[config.mk]
export PLATFORM = sky130hd
export DESIGN_NAME = crypt_uart_tx_flat
export DESIGN_NICKNAME = d
export VERILOG_FILES = /design/src/rtl/crypt_uart_tx_if.sv /design/src/rtl/crypt_uart_tx.sv /design/src/flat_wrapper.sv
export SDC_FILE = /design/constraint.sdc
export NUM_CORES = 1
export LEC_CHECK = 0
export ABC_AREA = 1
export CORE_AREA = 2 2 80 82
export CTS_BUF_LIST = sky130_fd_sc_hd__clkbuf_2 sky130_fd_sc_hd__clkbuf_4 sky130_fd_sc_hd__clkbuf_8
export DETAILED_ROUTE_END_ITERATION = 8
export DIE_AREA = 0 0 82 84
export GPL_TIMING_DRIVEN = 0
export PLACE_DENSITY = 0.77
export SLEW_MARGIN = 25
export SYNTH_ARGS = -nofsm -noshare
export SYNTH_HDL_FRONTEND = slang
export SYNTH_SLANG_ARGS = --single-unit
[constraint.sdc]
create_clock -name clk -period 7.05 [get_ports clk]
set_clock_uncertainty 0.1 [all_clocks]
set_input_delay 1.41 -clock clk [delete_from_list [all_inputs] [get_ports clk]]
set_output_delay 1.41 -clock clk [all_outputs]
set_load 0.01 [all_outputs]
[src/rtl/crypt_uart_tx_if.sv]
// crypt_uart_tx_if: encryptor-to-serializer strobe/data and serial-side status signals.
interface crypt_uart_tx_if;
  logic       cy_status;
  logic [7:0] cy_data;
  logic       tx;
  logic       busy;
  logic       fifo_full;
  logic       overflow;
  modport master (output cy_status, cy_data, input tx, busy, fifo_full, overflow);
  modport slave  (input cy_status, cy_data, output tx, busy, fifo_full, overflow);
endinterface

[src/rtl/crypt_uart_tx.sv]
// crypt_uart_tx: buffers ciphertext bytes in a FIFO and serializes them as 8N1 frames.
// Define CRYPT_TX_PARITY_EN to insert an even-parity bit between data and stop.
module crypt_uart_tx #(
  parameter int CLKS_PER_BIT = 868,
  parameter int FIFO_DEPTH   = 4
) (
  input logic             clk,
  input logic             rst_n,
  crypt_uart_tx_if.slave  bus
);
  localparam int AW = $clog2(FIFO_DEPTH);
  localparam int CW = $clog2(CLKS_PER_BIT);
`ifdef CRYPT_TX_PARITY_EN
  typedef enum logic [2:0] {IDLE, START, DATA, PARITY, STOP} state_t;
  localparam state_t AFTER_DATA = PARITY;
`else
  typedef enum logic [2:0] {IDLE, START, DATA, STOP} state_t;
  localparam state_t AFTER_DATA = STOP;
`endif
  state_t        state_q, state_d;
  logic [CW-1:0] baud_q, baud_d;
  logic [2:0]    bit_q, bit_d;
  logic [7:0]    shift_q, shift_d;
  logic [7:0]    mem [FIFO_DEPTH];
  logic [AW-1:0] wr_ptr, rd_ptr;
  logic [AW:0]   count_q, count_d;
  logic          fifo_full_q, overflow_q, busy_q, tx_q, tx_d, busy_d;
  logic          push, pop, wrap;
`ifdef CRYPT_TX_PARITY_EN
  logic          par_q, par_d;
`endif
  assign wrap = baud_q == CW'(CLKS_PER_BIT - 1);
  // Fullness comes from the registered flag, so a same-edge pop never admits a write.
  assign push = bus.cy_status & ~fifo_full_q;
  always_comb begin
    pop     = 1'b0;
    state_d = state_q;
    baud_d  = wrap ? '0 : baud_q + 1'b1;
    bit_d   = bit_q;
    shift_d = shift_q;
    case (state_q)
      IDLE: begin
        baud_d = '0;
        if (count_q != '0) begin
          pop     = 1'b1;
          state_d = START;
        end
      end
      START: if (wrap) begin
        state_d = DATA;
        bit_d   = '0;
      end
      DATA: if (wrap) begin
        shift_d = shift_q >> 1;
        bit_d   = bit_q + 3'd1;
        if (bit_q == 3'd7) state_d = AFTER_DATA;
      end
`ifdef CRYPT_TX_PARITY_EN
      PARITY: if (wrap) state_d = STOP;
`endif
      STOP: if (wrap) begin
        pop     = count_q != '0;
        state_d = pop ? START : IDLE;
      end
      default: state_d = IDLE;
    endcase
    shift_d = pop ? mem[rd_ptr] : shift_d;
    count_d = count_q + (AW+1)'(push) - (AW+1)'(pop);
    busy_d  = (state_d != IDLE) | (count_d != '0);
    tx_d    = state_d == START ? 1'b0 : state_d == DATA ? shift_d[0] : 1'b1;
`ifdef CRYPT_TX_PARITY_EN
    par_d   = pop ? ^mem[rd_ptr] : par_q;
    tx_d    = state_d == PARITY ? par_q : tx_d;
`endif
  end
  always_ff @(posedge clk or negedge rst_n) begin
    if (!rst_n) begin
      state_q     <= IDLE;
      baud_q      <= '0;
      bit_q       <= '0;
      shift_q     <= '0;
      wr_ptr      <= '0;
      rd_ptr      <= '0;
      count_q     <= '0;
      fifo_full_q <= 1'b0;
      overflow_q  <= 1'b0;
      busy_q      <= 1'b0;
      tx_q        <= 1'b1;
    end else begin
      state_q     <= state_d;
      baud_q      <= baud_d;
      bit_q       <= bit_d;
      shift_q     <= shift_d;
      wr_ptr      <= wr_ptr + AW'(push);
      rd_ptr      <= rd_ptr + AW'(pop);
      count_q     <= count_d;
      fifo_full_q <= count_d == (AW+1)'(FIFO_DEPTH);
      overflow_q  <= bus.cy_status & fifo_full_q;
      busy_q      <= busy_d;
      tx_q        <= tx_d;
    end
  end
`ifdef CRYPT_TX_PARITY_EN
  always_ff @(posedge clk or negedge rst_n) begin
    if (!rst_n) par_q <= 1'b0;
    else        par_q <= par_d;
  end
`endif
  always_ff @(posedge clk) begin
    if (push) mem[wr_ptr] <= bus.cy_data;
  end
  assign bus.tx        = tx_q;
  assign bus.busy      = busy_q;
  assign bus.fifo_full = fifo_full_q;
  assign bus.overflow  = overflow_q;
endmodule

[src/flat_wrapper.sv]
// flat-port wrapper written by rule: the top's interface ports become plain ports
module crypt_uart_tx_flat 
#(
  parameter int CLKS_PER_BIT = 868,
  parameter int FIFO_DEPTH   = 4
)
  (clk, rst_n, bus_cy_status, bus_cy_data, bus_tx, bus_busy, bus_fifo_full, bus_overflow);
  crypt_uart_tx_if bus_i ();
  input logic clk;
  input logic rst_n;
  input wire logic [$bits(bus_i.cy_status)-1:0] bus_cy_status;
  input wire logic [$bits(bus_i.cy_data)-1:0] bus_cy_data;
  output wire logic [$bits(bus_i.tx)-1:0] bus_tx;
  output wire logic [$bits(bus_i.busy)-1:0] bus_busy;
  output wire logic [$bits(bus_i.fifo_full)-1:0] bus_fifo_full;
  output wire logic [$bits(bus_i.overflow)-1:0] bus_overflow;
  assign bus_i.cy_status = bus_cy_status;
  assign bus_i.cy_data = bus_cy_data;
  assign bus_tx = bus_i.tx;
  assign bus_busy = bus_i.busy;
  assign bus_fifo_full = bus_i.fifo_full;
  assign bus_overflow = bus_i.overflow;
  crypt_uart_tx #(.CLKS_PER_BIT(CLKS_PER_BIT), .FIFO_DEPTH(FIFO_DEPTH)) u_core (.clk(clk), .rst_n(rst_n), .bus(bus_i));
endmodule
Word-level counts from Yosys, hierarchy flattened

Memories as Yosys holds them, arrays and structs flattened.
Index checks and enable logic that the tools add are counted.
W data, S select, Z words.

Mux-type cells: 22
Bitwise logic cells: 4
Equal/unequal tests: 10
Reduce and logical (&&, ||, !) cells: 9
Add/sub/neg operators: 6

Operators by type and width:

| operator                | count |
|---|---|
| $mux W8                 | 3 |
| $mux W3                 | 7 |
| $mux W10                | 2 |
| $pmux W3 S4             | 1 |
| $add A10 B1 Y10 const B | 1 |
| $eq A10 B10 Y1 const B  | 1 |
| $eq A3 B2 Y1 const B    | 3 |
| $reduce_bool A3 Y1      | 3 |
| $mux W1                 | 7 |
| $eq A3 B1 Y1 const B    | 2 |
| $eq A3 B3 Y1 const B    | 2 |
| $pmux W3 S2             | 1 |
| $reduce_bool A2 Y1      | 3 |
| $add A2 B1 Y2           | 2 |
| $ne A2 B1 Y1 const B    | 2 |
| $add A3 B1 Y3           | 1 |
| $add A3 B1 Y3 const B   | 1 |
| $logic_not A3 Y1        | 1 |
| $reduce_and A3 Y1       | 1 |
| $sub A3 B1 Y3           | 1 |
| $and A1 B1 Y1           | 2 |
| $pmux W1 S2             | 1 |
| $reduce_and A2 Y1       | 1 |
| $not A1 Y1              | 1 |
| $or A1 B1 Y1            | 1 |

Bits of input ports: 11
Memories kept: 1
Flip-flop bits (word level): 35
Memory bits (writable): 32
Logic and storage cells: 64
Output and inout bits: 4

Memory list:

| name       | words | bits a word | read ports | clocked after memory_dff | write ports | RTL line            | RTL |
|---|---|---|---|---|---|---|---|
| u_core.mem | 4     | 8           | 1          | 0                        | 1           | crypt_uart_tx.sv:24 | `logic [7:0] mem [FIFO_DEPTH];` |

Depth between registers and ports, before layout

Depth in word-level cells: 7
Depth in mapped cells: 15
Depth with buffers taken out: 14

Least setup slack after synthesis

No wires, ideal clock.

Kind: input to register
From: input port bus_cy_status
To: register u_core.busy_q (netlist: u_core.bus.busy)
Arrival: 2.568 ns
Required time: 6.819 ns
Stages on the path: 8
Setup time: 0.131 ns
Path slack: 4.251 ns
Cells stage by stage: inv_1 > nor2_1 > ha_1 > fa_1 > xnor2_1 > xor2_1 > nor3_1 > nand3_1

Word-level cells in the longest chain between the ends: 5

RTL lines:

| element               | RTL line            | RTL |
|---|---|---|
| start, declared       | flat_wrapper.sv:11  | `input wire logic [$bits(bus_i.cy_status)-1:0] bus_cy_status;` |
| $and A1 B1 Y1         | crypt_uart_tx.sv:34 | `assign push = bus.cy_status & ~fifo_full_q;` |
| $add A3 B1 Y3         | crypt_uart_tx.sv:68 | `count_d = count_q + (AW+1)'(push) - (AW+1)'(pop);` |
| $sub A3 B1 Y3         | crypt_uart_tx.sv:68 |  |
| net u_core.count_d[2] | crypt_uart_tx.sv:26 | `logic [AW:0] count_q, count_d;` |
| $reduce_bool A3 Y1    | crypt_uart_tx.sv:69 | `busy_d = (state_d != IDLE) \| (count_d != '0);` |
| $or A1 B1 Y1          | crypt_uart_tx.sv:69 |  |
| net u_core.busy_d     | crypt_uart_tx.sv:27 | `logic fifo_full_q, overflow_q, busy_q, tx_q, tx_d, busy_d;` |
| end signal, assigned  | crypt_uart_tx.sv:99 | `busy_q <= busy_d;` |
| end, declared         | crypt_uart_tx.sv:27 |  |

The timed path passes the listed nets, and every way through them passes these cells.
A chain may end at the register's enable or synchronous reset.

Worst setup path in the final report

From: input port bus_cy_status
To: register u_core.fifo_full_q (netlist: u_core.bus.fifo_full)

Word-level cells in the longest chain between the ends: 4

RTL lines:

| element               | RTL line            | RTL |
|---|---|---|
| $and A1 B1 Y1         | crypt_uart_tx.sv:34 |  |
| $add A3 B1 Y3         | crypt_uart_tx.sv:68 |  |
| $sub A3 B1 Y3         | crypt_uart_tx.sv:68 |  |
| net u_core.count_d[2] | crypt_uart_tx.sv:26 |  |
| $eq A3 B3 Y1          | crypt_uart_tx.sv:97 | `fifo_full_q <= count_d == (AW+1)'(FIFO_DEPTH);` |
| end signal, assigned  | crypt_uart_tx.sv:97 |  |
| end, declared         | crypt_uart_tx.sv:27 |  |

The timed path passes the listed nets, and every way through them passes these cells.

==> results.py <==
metrics = {
    "synth": {
        "synth_edf_count": 32,
        "yosys_warnings": 0,
        "ys_dominant_reg_cell": "dfrtp_1",
        "ys_async_sr_fraction_pct": 52.2,
        "synth_area_mm2": 0.00295,
        "ys_ff_latch": 67,
        "postSynthCellCount": 283,
        "postSynthAreaPerCell_um2": 10.4,
        "seq_area_frac_synth_pct": 62.2,
        "syn-num-nets": 300,
        "synthDistinctLibCells": 36,
    },
    "place": {
        "io_buffers": 14,
        "post-dp-hpwl_um": 3670,
        "post_dp_cell_area_mm2": 0.00323,
        "gp_congestion": 0.788,
    },
    "clock_tree": {
        "cts_setup_buffers": 0,
        "cts.sinks": 67,
        "h-tree-depth": 3,
        "worstSkewPairLatency_ps": 340,
        "cts_buffer_depth": 2,
        "numCtsBuffers": 9,
        "clk_pin_slew_worst_paths_ps": 80,
        "hold_buffers": 0,
        "cts_resized": 0,
        "clockRootBuffer": "clkbuf_8",
        "cts_tree": "done",
    },
    "grt": {
        "overflow": 0,
        "grt_max_degree": 24,
        "grt.total_usage_pct": 17.7,
        "first_global_vias": 1937,
        "grt_pass1_wl_um": 8930,
        "antenna_found_initial": 0,
    },
    "sta": {
        "fin_crit_sh_pct": 43.2,
        "slew_headroom_pct": 47.0,
        "tightest_slew_ps": 790,
        "hold_slack_ps": 385,
        "setup_tns_ps": 0,
        "min_period_ps": 3050,
        "grt_setup_unrepaired": "no",
        "finalSetupViolCount": 0,
        "fmax_mhz": 328,
        "hold_violations": 0,
        "drv_slew": 0,
    },
    "power": {
        "p_comb_share_pct": 25.8,
        "p_per_area_mw_per_mm2": 351,
        "swShare_pct": 32.2,
        "p_sw_mw": 0.390,
        "power_frac_seq_pct": 45.8,
        "power_frac_clock_pct": 28.4,
        "power.internal_mw": 0.820,
        "p_leak_nw": 1.43,
        "total_power_mw": 1.21,
        "vdd_ir_drop_max_mv": 0.275,
    },
    "worst_setup_path": {
        "critical_path_required_ps": 7200,
        "end_kind": "flip-flop",
        "start_kind": "input pin",
        "critical_path_class": "input pin to flip-flop",
        "arrival_ps": 3200,
        "critPathMaxFanout": 3,
    },
    "floorplan": {
        "chipHeight_um": 84,
        "dieArea_mm2": 0.00689,
        "io_pins": 15,
        "die_x_um": 82,
        "start_util_pct": 48.4,
        "core_mm2": 0.00610,
        "row_count": 29,
    },
    "detailed_routing": {
        "drc": 0,
        "drtIter0Drc": 98,
        "vias_per_cell": 5.08,
        "wl_um": 5360,
        "via_count": 1985,
        "first_pass_iters": 4,
        "ant_nets": 0,
        "wire_per_inst_um": 13.7,
    },
    "cells_and_area": {
        "post_route_cells_drive_above_1_share_pct": 12.4,
        "antenna_cells": 0,
        "final_core_util_pct": 56.5,
        "final_nets": 326,
        "syn_to_final_growth_pct": 16.7,
        "stdcell_area_mm2": 0.00345,
        "final_cell_mix": "44 x nand2_1, 34 x dfrtp_1, 32 x nor2_1, 32 x edfxtp_1, 24 x inv_1",
        "nFillCells": 510,
        "layout_commonest_cell": "nand2_1",
    },
    "worst_hold_path": {
        "hp-class": "flip-flop to flip-flop",
    },
    "run_status": {
        "status": "completed",
    },
    "flow_run": {
        "drv_cap": 0,
    },
}
## registers in the layout, indices dropped and copies added (netlist names), 2 cells and up
name / count
u_core.mem: 32
u_core.rd_ptr: 2
u_core.count_q: 3
u_core.baud_q: 10
u_core.shift_q: 8
u_core.state_q: 3
u_core.bit_q: 3
u_core.wr_ptr: 2
## per-stage QoR
stage	worst slack, ps	cells
final	4000	391
after global routing	3830	391
after CTS	4000	391
after detailed placement	3640	375
after global placement	3250	374
after floorplan	4250	283
## cell usage after synthesis, types with 2 or more instances
library cell	n	area, um^2
nand2_1	44	165
dfrtp_1	34	851
edfxtp_1	32	961
nor2_1	32	120
inv_1	24	90.1
nand3_1	23	115
o21ai_0	20	100
nor3_1	13	65.1
a21oi_1	10	50.1
xor2_1	6	52.6
ha_1	5	62.6
clkbuf_1	3	11.3
inv_2	3	11.3
nand4_1	3	18.8
nor2_4	3	33.8
o211ai_1	3	22.5
buf_2	2	10.0
clkinv_1	2	7.51
nand2_4	2	22.5
nor3b_1	2	15.0
o22ai_1	2	12.5
## metal layers
layer  part of all wire [%]  GRT usage (%)  vias to the layer above
met5                      0              0                        -
met4                   0.78           7.73                        0
met3                    3.1           4.00                        5
met2                     53           30.2                       35
met1                     43           21.0                      938
li1                       -              -                     1007
## area by class of cell
type	instances	area [um^2]	area share (%)
Tap cell	77	96.3	2.79
Sequential cell	67	1840	53.3
Multi-Input combinational cell	181	993	28.8
Clock buffer	9	124	3.59
Clock inverter	7	91.3	2.65
Inverter	29	109	3.16
Timing Repair Buffer	15	163	4.72
Buffer	6	32.5	0.944
## cell families (layout without fill, tap and decap cells)
family / count (synthesis) / after routing / share of synthesized area [%]
AOI/OAI and AO/OA: 39 / 39 / 7.16
xor gates and xnor gates: 7 / 7 / 2.08
adders and majority gates: 6 / 6 / 2.80
buffers and inverters: 35 / 66 / 4.79
DFF: 67 / 67 / 62.2
other: 1 / 1 / 0.127
and+or+nand+nor: 128 / 128 / 20.8
## power by group through the flow
stage	Combinational [mW]	Sequential, mW	Clock (mW)
after global routing	0.350	0.564	0.370
after CTS	0.316	0.554	0.351
final	0.312	0.555	0.343
after detailed placement	0.312	0.562	0
after global placement	0.295	0.558	0
after floorplan	0.224	0.550	0
## critical path: stages
cell and delay [ps]:
clkdlybuf4s50_1 420, inv_1 60, nor2_1 60, ha_1 230, fa_1 390, xnor2_1 170, xor2_1 230, nor3b_1 220
## worst paths after layout
| path | slack (ps) | cells past startpoint | start | end |
|---|---|---|---|---|
| min in group asynchronous | 870 | 1 | rst_n | u_core.baud_q[0] |
| worst min register to register | 390 | 2 | u_core.bit_q[1] | u_core.bit_q[1] |
| worst max-delay path | 4000 | 8 | bus_cy_status | u_core.bus.fifo_full |
| max in group asynchronous | 5480 | 2 | rst_n | u_core.bus.tx |
| worst max register to register | 4170 | 14 | u_core.baud_q[0] | u_core.bus.fifo_full |
| worst min-delay path | 390 | 2 | u_core.bit_q[1] | u_core.bit_q[1] |
Note: power is estimated with default switching activity, not from simulation.
